[src/rtl/dog_pkg.sv]
// Shared constants, types, kernel weights and saturation helper for the DoG line filter.
package dog_pkg;

   localparam int unsigned PIX_W       = 8;
   localparam int unsigned LINE_LEN_C  = 256;
   localparam int unsigned FLUSH_BEATS = 6;
   localparam int unsigned TAPS        = 7;
   localparam int unsigned WIN_DEPTH   = 10;
   localparam int unsigned DIFF_W      = 13;
   localparam int unsigned WGT_W       = 4;

   // Binomial G1 minus box-like G2 (both /64), oldest sample first; weights sum to zero
   localparam logic signed [WGT_W-1:0] DOG_W [0:TAPS-1] = '{
      -4'sd3, -4'sd2, 4'sd3, 4'sd4, 4'sd3, -4'sd2, -4'sd3
   };

   typedef logic [TAPS-1:0][PIX_W-1:0] taps_t;

   typedef struct packed {
      logic last;
      logic frame;
   } beat_tag_t;

   typedef enum logic {
      S_PIX   = 1'b0,
      S_FLUSH = 1'b1
   } state_e;

   function automatic logic [PIX_W-1:0] sat_pix(input logic signed [DIFF_W-1:0] v);
      if (v[DIFF_W-1]) return '0;
      if (v > DIFF_W'(255)) return '1;
      return PIX_W'(v);
   endfunction

endpackage

[src/rtl/dog_kernel7.sv]
// Two-stage 7-tap DoG multiply-accumulate with offset-128 saturation.
// Valid and beat tag are carried alongside the data.
module dog_kernel7
   import dog_pkg::*;
#(
   parameter int unsigned SHIFT = 2
) (
   input  logic             clk,
   input  logic             rst,
   input  logic             valid_i,
   input  beat_tag_t        tag_i,
   input  taps_t            taps_i,
   output logic             valid_o,
   output beat_tag_t        tag_o,
   output logic [PIX_W-1:0] data_o
);

   logic signed [DIFF_W-1:0] prod_c [TAPS];
   logic signed [DIFF_W-1:0] psum_lo_d, psum_hi_d, psum_lo_q, psum_hi_q;
   logic signed [DIFF_W-1:0] sum_c, res_c;
   logic                     v2_q, valid_q;
   beat_tag_t                tag2_q, tag_q;
   logic [PIX_W-1:0]         data_d, data_q;

   // Stage 2: weighted products folded into two partial sums
   always_comb begin
      for (int unsigned i = 0; i < TAPS; i++) begin
         prod_c[i] = DIFF_W'(DOG_W[i]) * $signed(DIFF_W'(taps_i[i]));
      end
   end

   assign psum_lo_d = prod_c[0] + prod_c[1] + prod_c[2] + prod_c[3];
   assign psum_hi_d = prod_c[4] + prod_c[5] + prod_c[6];

   // Stage 3: floor shift, re-centre on 128, clamp to pixel range
   always_comb begin
      sum_c  = psum_lo_q + psum_hi_q;
      res_c  = (sum_c >>> SHIFT) + DIFF_W'(128);
      data_d = sat_pix(res_c);
   end

   always_ff @(posedge clk) begin
      if (rst) begin
         v2_q      <= 1'b0;
         tag2_q    <= '0;
         psum_lo_q <= '0;
         psum_hi_q <= '0;
         valid_q   <= 1'b0;
         tag_q     <= '0;
         data_q    <= '0;
      end else begin
         v2_q    <= valid_i;
         tag2_q  <= valid_i ? tag_i : '0;
         valid_q <= v2_q;
         tag_q   <= tag2_q;
         if (valid_i) begin
            psum_lo_q <= psum_lo_d;
            psum_hi_q <= psum_hi_d;
         end
         if (v2_q) begin
            data_q <= data_d;
         end
      end
   end

   assign valid_o = valid_q;
   assign tag_o   = tag_q;
   assign data_o  = data_q;

endmodule

[src/rtl/dog_line_filter.sv]
// 1-D DoG line filter: beat/line counters, flush control and 10-deep sample window feeding dog_kernel7.
// Define DOG_EDGE_REPLICATE_EN for clamp padding at line edges; default is zero padding.
module dog_line_filter
   import dog_pkg::*;
#(
   parameter int unsigned LINE_LEN = LINE_LEN_C,
   parameter int unsigned LINES    = 512,
   parameter int unsigned SHIFT    = 2
) (
   input  logic             clk,
   input  logic             rst,
   input  logic             pix_valid_in,
   input  logic [PIX_W-1:0] pix_data_in,
   output logic             pix_ready_out,
   output logic             dog_wr_valid_out,
   output logic [PIX_W-1:0] dog_wr_data_out,
   output logic             line_done,
   output logic             frame_done
);

   localparam int unsigned BEATS = LINE_LEN + FLUSH_BEATS;
   localparam int unsigned K_W   = $clog2(BEATS);
   localparam int unsigned L_W   = (LINES > 1) ? $clog2(LINES) : 1;

   state_e                          state_q, state_d;
   logic [K_W-1:0]                  k_q, k_d;
   logic [L_W-1:0]                  line_q, line_d;
   logic                            accept_c, beat_c, flush_c;
   beat_tag_t                       tag_c, tag1_q, tag_out;
   logic [WIN_DEPTH-1:0][PIX_W-1:0] win_q, win_d;
   logic [PIX_W-1:0]                fill_c;
   logic                            v1_q;
   taps_t                           taps_c;

   assign pix_ready_out = (state_q == S_PIX) & ~rst;
   assign accept_c      = pix_valid_in & pix_ready_out;

   // Beat sequencing: 256 accepted pixels then 6 self-timed flush beats
   always_comb begin
      state_d = state_q;
      k_d     = k_q;
      line_d  = line_q;
      beat_c  = 1'b0;
      flush_c = 1'b0;
      tag_c   = '0;
      case (state_q)
         S_PIX: begin
            if (accept_c) begin
               beat_c = 1'b1;
               k_d    = k_q + 1'b1;
               if (k_q == K_W'(LINE_LEN - 1)) state_d = S_FLUSH;
            end
         end
         S_FLUSH: begin
            beat_c  = 1'b1;
            flush_c = 1'b1;
            k_d     = k_q + 1'b1;
            if (k_q == K_W'(BEATS - 1)) begin
               k_d         = '0;
               state_d     = S_PIX;
               tag_c.last  = 1'b1;
               tag_c.frame = (line_q == L_W'(LINES - 1));
               line_d      = tag_c.frame ? '0 : line_q + 1'b1;
            end
         end
         default: state_d = S_PIX;
      endcase
   end

   // Window update; index 0 holds the newest sample
   always_comb begin
      win_d = win_q;
`ifdef DOG_EDGE_REPLICATE_EN
      fill_c = flush_c ? win_q[0] : pix_data_in;
`else
      fill_c = flush_c ? '0 : pix_data_in;
`endif
      if (beat_c) begin
         if (!flush_c && (k_q == '0)) begin
`ifdef DOG_EDGE_REPLICATE_EN
            win_d = {WIN_DEPTH{pix_data_in}};
`else
            win_d    = '0;
            win_d[0] = pix_data_in;
`endif
         end else begin
            win_d = {win_q[WIN_DEPTH-2:0], fill_c};
         end
      end
   end

   always_comb begin
      for (int unsigned i = 0; i < TAPS; i++) begin
         taps_c[i] = win_q[WIN_DEPTH-1-i];
      end
   end

   always_ff @(posedge clk) begin
      if (rst) begin
         state_q <= S_PIX;
         k_q     <= '0;
         line_q  <= '0;
         win_q   <= '0;
         v1_q    <= 1'b0;
         tag1_q  <= '0;
      end else begin
         state_q <= state_d;
         k_q     <= k_d;
         line_q  <= line_d;
         win_q   <= win_d;
         v1_q    <= beat_c;
         tag1_q  <= tag_c;
      end
   end

   dog_kernel7 #(
      .SHIFT (SHIFT)
   ) u_kernel (
      .clk     (clk),
      .rst     (rst),
      .valid_i (v1_q),
      .tag_i   (tag1_q),
      .taps_i  (taps_c),
      .valid_o (dog_wr_valid_out),
      .tag_o   (tag_out),
      .data_o  (dog_wr_data_out)
   );

   assign line_done  = tag_out.last;
   assign frame_done = tag_out.frame;

endmodule

[config.mk]
export PLATFORM = sky130hd
export DESIGN_NAME = dog_line_filter
export DESIGN_NICKNAME = d
export VERILOG_FILES = /design/src/rtl/dog_pkg.sv /design/src/rtl/dog_kernel7.sv /design/src/rtl/dog_line_filter.sv
export SDC_FILE = /design/constraint.sdc
export NUM_CORES = 1
export LEC_CHECK = 0
export CAP_MARGIN = 20
export CELL_PAD_IN_SITES_DETAIL_PLACEMENT = 0
export CELL_PAD_IN_SITES_GLOBAL_PLACEMENT = 2
export CORE_MARGIN = 2
export CORE_UTILIZATION = 39
export CTS_BUF_LIST = sky130_fd_sc_hd__clkbuf_2 sky130_fd_sc_hd__clkbuf_4 sky130_fd_sc_hd__clkbuf_8
export DETAILED_ROUTE_END_ITERATION = 8
export PLACE_DENSITY_LB_ADDON = 0.1
export SYNTH_ARGS = -nofsm -noshare
export SYNTH_HDL_FRONTEND = slang
export SYNTH_HIERARCHICAL = 1
export SYNTH_SLANG_ARGS = --single-unit
[constraint.sdc]
create_clock -name clk -period 10.5 [get_ports clk]
set_clock_uncertainty 0.15 [all_clocks]
set_input_delay 2.1 -clock clk [delete_from_list [all_inputs] [get_ports clk]]
set_output_delay 2.1 -clock clk [all_outputs]
set_load 0.01 [all_outputs]
==> key figures <==
Layout
  • Nets: 1254
  • Area occupied by multi-input gates: roughly 6500 sq um
  • Share of post-route cells with drive strength above 1: about an eighth
  • Register Area: 2840 sq um
  • Fin area: around 11000 sq um
  • Area Growth Syn to Fin: 7.79%
  • Fillers: 2639
  • Number of diodes: 0
  • Non-Filler Instances: 1461

Floorplan
  • Die ar.: about 27000 sq um
  • Core ar.: 25800 sq um
  • DIE HEIGHT: 165 um
  • Die width: between 150 and 200 um
  • Row Count: 59
  • Initial Util: between 30% and 40%
  • Top Ports: 23

Timing
  • Post-route minimum period: 5.58 ns
  • Period utilisation layout: 53.1%
  • # setup viols final: 0
  • Worst-margin pin slew: 1.06 ns
  • RSZ-0062 raised after global routing: false
  • Slew HR: 29.4%
  • Total negative slack: 0 ns
  • Max-slew violation count: 0
  • Hold WS: just under 0.3 ns
  • Hold Fails Final Rpt: 0
  • FMAX: ~180 MHz

Synthesis
  • Most frequently used flop master after synthesis: dfxtp_1
  • Syn Std Cell Area: 10200 sq um
  • Synth async-reset ratio: 0%
  • Synth Warn #: 6
  • Synth top area share: roughly 28%
  • Seq cells post-synth: 142
  • Synth unique cells: 67
  • Mapped Cells: 1121
  • Synth area leader: dfxtp_1
  • Synth Net Count: between 1000 and 1500
  • Most frequent cell after synthesis: nor2_1
  • Number of synthesized flops with an enable pin: 0
  • Syn Area/Cell: 9.06 sq um
  • Ranking of synthesized cells by area: dfxtp_1 28%, ha_1 11%, a2bb2oi_2 10%
  • Post-synthesis sequential area ratio: 28.0%
  • Top post-synthesis cells by count: 147 x nor2_1, 142 x dfxtp_1, 124 x inv_1

Place
  • DP HPWL: 15800 um
  • Inst Count DP: 1429
  • Global placement routability congestion: 0.741
  • Port-buffer cells: 22
  • DP Area: approximately 11000 sq um

Worst setup path
  • Crit-path max FO: 18
  • Worst EP required: 8.25 ns
  • Delay-heaviest family, CP: buffers and inverters
  • Worst-path cell chain: buf_4 -> or2_2 -> inv_1 -> clkdlybuf4s50_1
  • CP max stage cell: clkdlybuf4s50_1
  • Worst setup EP type: primary output
  • Crit start category: input pin
  • Worst R2R Path Depth: 21
  • Worst EP arrival: 3.33 ns
  • Slowest stage delay, CP: 0.53 ns
  • Worst r2r src: taps_c[16]
  • Endpoint of the worst register-to-register path: u_kernel/psum_lo_q[9]
  • CP Class: in -> out
  • FF-to-FF setup slack: 5.47 ns
  • Crit path buffers/inverters: 3

Clock network
  • Clk slew on worst S/H paths: 0.11 ns
  • Later-pin clock latency in the skew report: 0.46 ns
  • # H-tree levels: 4
  • CTS root buffer: clkbuf_8
  • Hold_buf cts: 0
  • Max Buffers Root-to-Sink: 2
  • Post-CTS setup buffers: 0
  • TritonCTS Sinks: approximately 140
  • CTS tree: done
  • Post_cts resized: 0
  • TritonCTS Buffers: 17

Detailed routing
  • Antenna-violating nets left: 0
  • Residual DRC: 0
  • DR WL/cell: approximately 16 um
  • Drt via density: 5.10
  • DRT iter0 DRCs: 324
  • DR vias: 7458
  • Initial DRT Pass Iterations: 4
  • Detailed Route WL: 22800 um

Global routing
  • Largest net degree at the start of global routing: 88
  • First-pass GRT wire length: 37800 um
  • GRT Residual Overflow: 0
  • Initial antenna violation count: 0
  • Vias in the first global route: approximately 7300
  • GRT Total Usage: 17.4%

Hold path
  • Cell depth of the worst hold path: 1
  • Hold Crit Start: tag1_q[0]
  • Worst min-delay path class: reg -> reg
  • Hold path endpoint: u_kernel/tag2_q[0]

Outcome
  • Status: finished clean

Pwr
  • Peak VDD IR: just over 0.08 mV
  • Power Density: 99.9 nW/um^2
  • Leak pwr: around 4.6 nW
  • Total power: 1.09 mW

Flow run
  • Max Cap Violations: 0
==> layer usage <==
layer  vias to the layer above  track usage [%]  routed length (um)
li1                       3866                -                   -
met1                      3515             24.2               11900
met2                        63             28.7               10300
met3                        14             2.45                 403
met4                         0             4.00                 201
met5                         -                0                   0
==> layout make-up <==
| type | count | area share, % |
|---|---|---|
| Multi-Input combinational cell | 798 | 59.6 |
| Sequential cell | 142 | 26.0 |
| Inverter | 124 | 4.25 |
| Tap cell | 335 | 3.83 |
| Timing Repair Buffer | 30 | 2.54 |
| Clock buffer | 17 | 2.14 |
| Clock inverter | 15 | 1.71 |
==> where the power goes <==
part / switching [mW] / internal (mW)
Combinational: 0.0465 / 0.0389
Clock: 0.280 / 0.185
Sequential: 0.00260 / 0.542
==> kinds of logic after synthesis <==
group	after synthesis	share of synthesized area (%)
simple gates	298	14.4
compound gates	293	23.8
buf+inv	181	8.02
flops	142	28.0
fa+ha+maj	130	18.8
xor+xnor	55	4.81
mux	22	2.17
==> how the worst max path moves through the flow <==
stage / slack [ns] / start / cells after the start / end
6_report: 4.92 / rst / 4 / pix_ready_out
5_1_grt: 4.88 / rst / 4 / pix_ready_out
4_1_cts: 4.91 / rst / 4 / pix_ready_out
3_5_place_dp: 4.91 / rst / 4 / pix_ready_out
3_3_place_gp: 4.91 / rst / 4 / pix_ready_out
2_1_floorplan: 5.46 / rst / 4 / pix_ready_out
==> placed cells by master (no fill, tap or decap), types with 4 or more instances in the layout <==
| master | instances |
|---|---|
| a211o_1 | 4 |
| a211oi_1 | 6 |
| a21boi_0 | 5 |
| a21o_1 | 9 |
| a21oi_1 | 44 |
| a221o_1 | 5 |
| a2bb2oi_2 | 70 |
| a31oi_1 | 6 |
| and2_1 | 6 |
| and3_1 | 8 |
| buf_4 | 9 |
| clkbuf_8 | 17 |
| clkdlybuf4s50_1 | 21 |
| clkinv_8 | 5 |
| dfxtp_1 | 141 |
| fa_1 | 38 |
| ha_1 | 92 |
| inv_1 | 124 |
| inv_8 | 5 |
| mux2i_1 | 22 |
| nand2_1 | 36 |
| nand2b_1 | 16 |
| nand3_1 | 12 |
| nand3b_1 | 5 |
| nor2_1 | 146 |
| nor2b_1 | 10 |
| nor3_1 | 12 |
| nor3b_1 | 6 |
| nor4_1 | 5 |
| o2111ai_1 | 4 |
| o211ai_1 | 5 |
| o21a_1 | 4 |
| o21ai_0 | 98 |
| o21ai_1 | 4 |
| o21bai_1 | 7 |
| or2_2 | 4 |
| or3_1 | 5 |
| or3b_2 | 8 |
| xnor2_1 | 31 |
| xor2_1 | 23 |
==> registers in the layout, summed over array words and instances (netlist names), 2 cells and up <==
register            count
u_kernel/tag_o          2
u_kernel/psum_lo_q     13
u_kernel/psum_hi_q     13
u_kernel/data_o         8
tag1_q                  2
u_kernel/tag2_q         2
line_q                  9
taps_c                 56
win_q                  24
k_q                     9
==> stage by stage <==
stage / worst slack, ns / utilization [%]
final: 4.92 / 42.4
after global routing: 4.88 / 42.4
after detailed placement: 4.91 / 40.8
after CTS: 4.91 / 42.4
after floorplan: 5.46 / -
after global placement: 4.91 / 40.8
Power figures use the tool's default switching activity.
